### src/rtl/matmul_pkg.sv
// Shared types and helpers for the small-K matmul operand feeder.
package matmul_pkg;

  localparam int DATA_W_DEF = 32;

  typedef enum logic [2:0] {
    IDLE   = 3'd0,
    LOAD_B = 3'd1,
    LOAD_A = 3'd2,
    STREAM = 3'd3,
    FINISH = 3'd4
  } feeder_state_e;

  // Counter width for a 0..depth-1 range, never narrower than one bit.
  function automatic int cnt_w(input int depth);
    return (depth > 1) ? $clog2(depth) : 1;
  endfunction

endpackage

### src/rtl/matmul_small_k_operand_feeder_if.sv
// Operand fetch (A/B) and core-facing pair stream of the small-K feeder.
interface matmul_small_k_operand_feeder_if
  import matmul_pkg::*;
#(
  parameter int DATA_W = DATA_W_DEF
);
  logic              b_valid;
  logic              b_ready;
  logic [DATA_W-1:0] b_data;
  logic              a_valid;
  logic              a_ready;
  logic [DATA_W-1:0] a_data;
  logic              out_valid;
  logic              out_ready;
  logic [DATA_W-1:0] out_a;
  logic [DATA_W-1:0] out_b;
  logic              out_last_k;
  logic              out_last;

  modport master (
    input  b_valid, b_data, a_valid, a_data, out_ready,
    output b_ready, a_ready, out_valid, out_a, out_b, out_last_k, out_last
  );

  modport slave (
    output b_valid, b_data, a_valid, a_data, out_ready,
    input  b_ready, a_ready, out_valid, out_a, out_b, out_last_k, out_last
  );
endinterface

### src/rtl/operand_regfile.sv
// DEPTH x DATA_W operand buffer: synchronous write, combinational read.
module operand_regfile
  import matmul_pkg::*;
#(
  parameter int DEPTH  = 4,
  parameter int DATA_W = DATA_W_DEF,
  localparam int AW    = cnt_w(DEPTH)
) (
  input  logic              clk,
  input  logic              we,
  input  logic [AW-1:0]     waddr,
  input  logic [DATA_W-1:0] wdata,
  input  logic [AW-1:0]     raddr,
  output logic [DATA_W-1:0] rdata
);

  logic [DATA_W-1:0] mem [DEPTH];

  // Contents are deliberately not reset; every word is written before use.
  always_ff @(posedge clk) begin
    if (we) mem[waddr] <= wdata;
  end

  assign rdata = mem[raddr];

endmodule

### src/rtl/matmul_small_k_operand_feeder.sv
// Holds a resident K x N B tile plus one A row and streams (a, b) pairs
// to the matmul core in dot-product order, one pair per cycle.
//
// state  | meaning
// IDLE   | waiting for cfg_start
// LOAD_B | accepting K*N B words, row-major
// LOAD_A | accepting K words of the current A row
// STREAM | presenting pairs, n outer / k inner
// FINISH | done pulse, back to IDLE
module matmul_small_k_operand_feeder
  import matmul_pkg::*;
#(
  parameter int DATA_W = DATA_W_DEF,
  parameter int K      = 4,
  parameter int N      = 8,
  parameter int ROWS_W = 16
) (
  input  logic                  clk,
  input  logic                  rst_n,
  input  logic                  cfg_start,
  input  logic [ROWS_W-1:0]     cfg_rows,
  matmul_small_k_operand_feeder_if.master bus,
  output logic                  busy,
  output logic                  done
);

  localparam int IDX_W = cnt_w(K * N);
  localparam int K_W   = cnt_w(K);
  localparam int N_W   = cnt_w(N);
  localparam logic [IDX_W-1:0] IDX_LAST = IDX_W'(K * N - 1);
  localparam logic [K_W-1:0]   K_LAST   = K_W'(K - 1);
  localparam logic [N_W-1:0]   N_LAST   = N_W'(N - 1);

  feeder_state_e state, state_nxt;

  logic [ROWS_W-1:0] m_rows, row;
  logic [IDX_W-1:0]  idx, rd_idx;
  logic [K_W-1:0]    k_cnt, rd_k;
  logic [N_W-1:0]    n_cnt, rd_n;
  logic              b_fire, a_fire, out_fire;
  logic              k_last, n_last, row_last;
  logic              pair_last_k, pair_last;
  logic [DATA_W-1:0] a_rd, b_rd, a_pair;

  assign b_fire   = (state == LOAD_B) && bus.b_valid;
  assign a_fire   = (state == LOAD_A) && bus.a_valid;
  assign out_fire = (state == STREAM) && bus.out_valid && bus.out_ready;

  assign bus.b_ready = (state == LOAD_B);
  assign bus.a_ready = (state == LOAD_A);
  assign busy        = (state != IDLE);
  assign done        = (state == FINISH);

  assign k_last   = (k_cnt == K_LAST);
  assign n_last   = (n_cnt == N_LAST);
  assign row_last = (row == m_rows - ROWS_W'(1));

  // Address of the pair to be loaded into the output registers next:
  // (0,0) when entering STREAM, otherwise the successor of (k_cnt, n_cnt).
  always_comb begin
    rd_k = '0;
    rd_n = '0;
    if (state == STREAM) begin
      rd_k = k_last ? '0 : k_cnt + K_W'(1);
      rd_n = !k_last ? n_cnt : (n_last ? '0 : n_cnt + N_W'(1));
    end
    rd_idx = IDX_W'(32'(rd_k) * N + 32'(rd_n));
  end

  assign pair_last_k = (rd_k == K_LAST);
  assign pair_last   = pair_last_k && (rd_n == N_LAST) && row_last;
  // With K == 1 the only A word is being written on the same edge it is needed.
  assign a_pair = ((K == 1) && (state == LOAD_A)) ? bus.a_data : a_rd;

  operand_regfile #(.DEPTH(K * N), .DATA_W(DATA_W)) u_b_buf (
    .clk   (clk),
    .we    (b_fire),
    .waddr (idx),
    .wdata (bus.b_data),
    .raddr (rd_idx),
    .rdata (b_rd)
  );

  operand_regfile #(.DEPTH(K), .DATA_W(DATA_W)) u_a_buf (
    .clk   (clk),
    .we    (a_fire),
    .waddr (k_cnt),
    .wdata (bus.a_data),
    .raddr (rd_k),
    .rdata (a_rd)
  );

  always_comb begin
    state_nxt = state;
    case (state)
      IDLE:   if (cfg_start) state_nxt = (cfg_rows == '0) ? FINISH : LOAD_B;
      LOAD_B: if (b_fire && (idx == IDX_LAST)) state_nxt = LOAD_A;
      LOAD_A: if (a_fire && k_last) state_nxt = STREAM;
      STREAM: if (out_fire && k_last && n_last) state_nxt = row_last ? FINISH : LOAD_A;
      FINISH: state_nxt = IDLE;
      default: state_nxt = IDLE;
    endcase
  end

  always_ff @(posedge clk or negedge rst_n) begin
    if (!rst_n) state <= IDLE;
    else        state <= state_nxt;
  end

  always_ff @(posedge clk or negedge rst_n) begin
    if (!rst_n) begin
      m_rows         <= '0;
      row            <= '0;
      idx            <= '0;
      k_cnt          <= '0;
      n_cnt          <= '0;
      bus.out_valid  <= 1'b0;
      bus.out_a      <= '0;
      bus.out_b      <= '0;
      bus.out_last_k <= 1'b0;
      bus.out_last   <= 1'b0;
    end else begin
      case (state)
        IDLE: begin
          if (cfg_start) begin
            m_rows <= cfg_rows;
            row    <= '0;
            idx    <= '0;
            k_cnt  <= '0;
            n_cnt  <= '0;
          end
        end
        LOAD_B: begin
          if (b_fire) idx <= (idx == IDX_LAST) ? '0 : idx + IDX_W'(1);
        end
        LOAD_A: begin
          if (a_fire) begin
            if (k_last) begin
              k_cnt          <= '0;
              n_cnt          <= '0;
              bus.out_valid  <= 1'b1;
              bus.out_a      <= a_pair;
              bus.out_b      <= b_rd;
              bus.out_last_k <= pair_last_k;
              bus.out_last   <= pair_last;
            end else begin
              k_cnt <= k_cnt + K_W'(1);
            end
          end
        end
        STREAM: begin
          if (out_fire) begin
            if (k_last && n_last) begin
              bus.out_valid  <= 1'b0;
              bus.out_last_k <= 1'b0;
              bus.out_last   <= 1'b0;
              k_cnt          <= '0;
              n_cnt          <= '0;
              if (!row_last) row <= row + ROWS_W'(1);
            end else begin
              k_cnt          <= rd_k;
              n_cnt          <= rd_n;
              bus.out_a      <= a_pair;
              bus.out_b      <= b_rd;
              bus.out_last_k <= pair_last_k;
              bus.out_last   <= pair_last;
            end
          end
        end
        default: ;
      endcase
    end
  end

endmodule

### src/flat_wrapper.sv
// flat-port wrapper written by rule: the top's interface ports become plain ports
module matmul_small_k_operand_feeder_flat import matmul_pkg::*;
#(
  parameter int DATA_W = DATA_W_DEF,
  parameter int K      = 4,
  parameter int N      = 8,
  parameter int ROWS_W = 16
)
  (clk, rst_n, cfg_start, cfg_rows, busy, done, bus_b_valid, bus_b_data, bus_a_valid, bus_a_data, bus_out_ready, bus_b_ready, bus_a_ready, bus_out_valid, bus_out_a, bus_out_b, bus_out_last_k, bus_out_last);
  matmul_small_k_operand_feeder_if #(.DATA_W(DATA_W)) bus_i ();
  input  logic clk;
  input  logic rst_n;
  input  logic cfg_start;
  input  logic [ROWS_W-1:0] cfg_rows;
  output logic busy;
  output logic done;
  input wire logic [$bits(bus_i.b_valid)-1:0] bus_b_valid;
  input wire logic [$bits(bus_i.b_data)-1:0] bus_b_data;
  input wire logic [$bits(bus_i.a_valid)-1:0] bus_a_valid;
  input wire logic [$bits(bus_i.a_data)-1:0] bus_a_data;
  input wire logic [$bits(bus_i.out_ready)-1:0] bus_out_ready;
  output wire logic [$bits(bus_i.b_ready)-1:0] bus_b_ready;
  output wire logic [$bits(bus_i.a_ready)-1:0] bus_a_ready;
  output wire logic [$bits(bus_i.out_valid)-1:0] bus_out_valid;
  output wire logic [$bits(bus_i.out_a)-1:0] bus_out_a;
  output wire logic [$bits(bus_i.out_b)-1:0] bus_out_b;
  output wire logic [$bits(bus_i.out_last_k)-1:0] bus_out_last_k;
  output wire logic [$bits(bus_i.out_last)-1:0] bus_out_last;
  assign bus_i.b_valid = bus_b_valid;
  assign bus_i.b_data = bus_b_data;
  assign bus_i.a_valid = bus_a_valid;
  assign bus_i.a_data = bus_a_data;
  assign bus_i.out_ready = bus_out_ready;
  assign bus_b_ready = bus_i.b_ready;
  assign bus_a_ready = bus_i.a_ready;
  assign bus_out_valid = bus_i.out_valid;
  assign bus_out_a = bus_i.out_a;
  assign bus_out_b = bus_i.out_b;
  assign bus_out_last_k = bus_i.out_last_k;
  assign bus_out_last = bus_i.out_last;
  matmul_small_k_operand_feeder #(.DATA_W(DATA_W), .K(K), .N(N), .ROWS_W(ROWS_W)) u_core (.clk(clk), .rst_n(rst_n), .cfg_start(cfg_start), .cfg_rows(cfg_rows), .bus(bus_i), .busy(busy), .done(done));
endmodule
### config.mk
export PLATFORM = sky130hd
export DESIGN_NAME = matmul_small_k_operand_feeder_flat
export DESIGN_NICKNAME = d
export VERILOG_FILES = /design/src/rtl/matmul_pkg.sv /design/src/rtl/matmul_small_k_operand_feeder_if.sv /design/src/rtl/operand_regfile.sv /design/src/rtl/matmul_small_k_operand_feeder.sv /design/src/flat_wrapper.sv
export SDC_FILE = /design/constraint.sdc
export NUM_CORES = 2
export LEC_CHECK = 0
export ABC_CLOCK_PERIOD_IN_PS = 4300
export BUFFER_PORTS_ARGS = -buffer_cell sky130_fd_sc_hd__clkbuf_2
export CAP_MARGIN = 5
export CORE_MARGIN = 1.5
export CORE_UTILIZATION = 35
export CTS_BUF_LIST = sky130_fd_sc_hd__clkbuf_8
export DETAILED_ROUTE_END_ITERATION = 10
export GPL_TIMING_DRIVEN = 0
export PLACE_DENSITY = 0.55
export SLEW_MARGIN = 20
export SYNTH_ARGS = -nofsm -noshare
export SYNTH_HDL_FRONTEND = slang
export SYNTH_HIERARCHICAL = 1
export SYNTH_SLANG_ARGS = --single-unit
### constraint.sdc
create_clock -name clk -period 4.3 [get_ports clk]
set_clock_uncertainty 0.2 [all_clocks]
set_input_delay 0.215 -clock clk [delete_from_list [all_inputs] [get_ports clk]]
set_output_delay 0.215 -clock clk [all_outputs]
set_load 0.01 [all_outputs]
==> out/metrics.yaml <==
synth:
  async_flop_share_pct: 8.86
  yosysWarnings: 6
  yosysMostFrequentCell: "edfxtp_1"
  synth_nets: 2979
  synthDistinctLibCells: 67
  avgSynthCellArea_um2: 17.4
  synth_area_leader_cell: "edfxtp_1"
  ys_top_cells_by_count: "1152 x edfxtp_1, 517 x mux2i_1, 123 x nand2_1, 119 x a21oi_1, 112 x dfrtp_1"
  synth_cells: 2886
  ys_ff_latch: 1264
  synth_top_area_share_pct: 68.9
  ys_seq_area_share_pct: 74.5
  yosys_most_used_dff: "edfxtp_1"
  synth_edf_count: 1152
  synthTopCellsByArea: "edfxtp_1 69%, mux2i_1 10%, dfrtp_1 5.6%"
  synth_area_um2: 50200
floorplan:
  num_rows: 138
  start_util_pct: 35.4
  fp.dieH_um: 382
  die_area_um2: 146000
  coreArea_um2: 142000
  chipWidth_um: 382
  io_pins: 157
sta:
  worstMarginPinSlew_ns: 1.09
  rsz0062_at_grt: "no"
  finalHoldViolCount: 0
  period_needed_ns: 4.16
  period_share_pct: 96.8
  relSlewSlack_pct: 27.5
  holdWs_ns: 0.141
  drv_slew: 0
  setup_viol: 0
  fmax_ghz: 0.240
detailed_routing:
  vias_per_cell: 5.11
  ant_nets: 0
  vias: 28100
  drt_iter0_drc: 1909
  wl_per_cell_um: 23.8
  wl_um: 131000
  drtPass1Iterations: 7
  route.detailed.drc: 0
clock_network:
  clock-sinks: 1264
  clk-insertion-delay-late_ns: 0.90
  clockRootBuffer: "clkbuf_8"
  cts_setup_buffers: 0
  cts_buffers: 205
  cts_tree: "built"
  clkSlewWorstSetupHoldPaths_ns: 0.06
  clockBufferDepth: 3
  cts.htree.levels: 4
layout:
  fill_cells: 12700
  regArea_um2: 37400
  multiInputGateArea_um2: 12000
  final_design_area_no_fill_um2: 59900
  final_nets: 3537
  area_growth_pct: 19.3
  drive_above_1_share_pct: 20.0
critical_path:
  end_kind: "flip-flop"
  arrival_ns: 4.75
  start_kind: "flip-flop"
  critPathKind: "flip-flop to flip-flop"
  cp_max_fo: 10
  cp.required_ns: 4.89
placed_design:
  place_congestion: 0.790
  place_area_um2: 54500
  hpwlAfterDp_um: 88700
  port_buffers: 156
power_and_ir_drop:
  cellLeakagePower_uw: 0.0197
  switching_power_uw: 8850
  sw_frac_of_total_pct: 29.1
  clkPwrFrac_pct: 31.7
  vdd.ir_drop.worst_uv: 339
  p_int_uw: 21500
  power_frac_seq_pct: 46.8
  p_per_area_nw_per_um2: 507
  p_comb_share_pct: 21.6
grt:
  grt_pass1_wl_um: 192000
  grt_pass1_vias: 28800
  grt_max_degree: 81
  grt_usage_pct: 17.9
  gr-total-overflow: 0
  antenna_found_initial: 8
run_status:
  status: "complete, no violations"
min_path:
  min-delay-path-class: "input port to flip-flop"
run:
  cap_violations: 0
-- area by class of cell --
cell class                      instances  area share (%)
Buffer                                161            1.75
Multi-Input combinational cell       1449            20.0
Timing Repair Buffer                  352            5.41
Antenna cell                            4          0.0167
Clock inverter                        148            1.21
Tap cell                             1890            3.95
Sequential cell                      1264            62.5
Clock buffer                          223            5.13
Inverter                               11          0.0690
-- critical path: stages, from the launching register on --
cell and delay (ns):
dfrtp_1 0.51, nor2b_1 0.33, nand2_1 0.20, nor3_2 0.45, nand2b_1 0.71, clkbuf_1 0.65, a21oi_1 0.08, a31oi_1 0.48
nand3_1 0.17, mux2_2 0.29
-- state kept, by name, indices dropped and copies added, names as in the netlist --
| signal | cells |
|---|---|
| u_core/n_cnt | 3 |
| u_core/state | 3 |
| u_core/k_cnt | 2 |
| u_core/bus.out_b | 32 |
| u_core/u_a_buf/mem | 128 |
| u_core/bus.out_last | 1 |
| u_core/bus.out_last_k | 1 |
| u_core/idx | 5 |
| u_core/bus.out_a | 32 |
| u_core/row | 16 |
| u_core/bus.out_valid | 1 |
| u_core/u_b_buf/mem | 1024 |
| u_core/m_rows | 16 |
-- final timing paths --
kind / startpoint / end / slack (ns) / depth (start not counted)
max: u_core/state[1] / u_core/bus.out_b[13] / 0.14 / 9
min: cfg_start / u_core/row[1] / 0.14 / 5
max reg2reg: u_core/state[1] / u_core/bus.out_b[13] / 0.14 / 9
min reg2reg: u_core/bus.out_last / u_core/bus.out_last / 0.30 / 2
max in group asynchronous: rst_n / u_core/row[8] / 2.97 / 5
min in group asynchronous: rst_n / u_core/bus.out_a[5] / 0.19 / 4
-- routing by layer --
metal / vias up / routed length (µm) / part of all wire (%) / global-route usage (%)
li1: 12600 / - / - / -
met1: 14400 / 57500 / 44 / 24.0
met2: 849 / 61100 / 47 / 28.5
met3: 213 / 8760 / 6.7 / 4.50
met4: 2 / 3420 / 2.6 / 5.83
met5: - / 6 / 0.0046 / 0
-- cell families (layout without fill, tap and decap cells) --
family	after synthesis	after routing	share of synthesized area, %
other	0	4	0
DFF	1264	1264	74.5
and+or+nand+nor	416	416	4.15
adders and majority gates	7	7	0.175
muxes	627	627	13.5
AOI/OAI and AO/OA	382	382	5.20
xor gates and xnor gates	17	17	0.324
buffers and inverters	173	895	2.13
-- power groups by stage --
| stage | logic, µW | registers, µW | clock network [µW] |
|---|---|---|---|
| 3_5_place_dp | 6490 | 14500 | 0 |
| 2_1_floorplan | 3790 | 14600 | 0 |
| 5_1_grt | 7020 | 14300 | 10400 |
| 6_report | 6550 | 14200 | 9620 |
| 3_3_place_gp | 6380 | 14500 | 0 |
| 4_1_cts | 6630 | 14200 | 9900 |
-- layout by cell type (no fill, tap or decap), types with 67 or more instances in the layout --
cell type and instances:
a22oi_1 97, dlygate4sd3_1 153, mux2_2 78, clkbuf_8 224
mux2i_1 517, inv_1 107, nand3_1 107, a21oi_1 119
a22o_1 67, clkbuf_2 166, dfrtp_1 112, edfxtp_1 1152
nand2_1 123
-- metrics by stage --
step	util, %	setup TNS (ns)	cells	total power, µW	setup WS [ns]
after global placement	37.6	-1411.37	4932	20800	-2.07
after CTS	42.2	0	5498	30700	0.0142
after global routing	42.2	0	5502	31700	0.0189
final	42.2	0	5502	30400	0.139
after floorplan	-	0	2886	18400	0.325
after detailed placement	38.4	-8.97	4975	21000	-0.458
-- repair_timing --
item / CTS / global route
gates resized for setup: 10 / 13
hold endpoints to repair: 1365 / 0
setup endpoints to repair: 30 / 32
hold buffers: 153 / 0
gates cloned: 0 / 0
(Power assumes the default switching activity.)
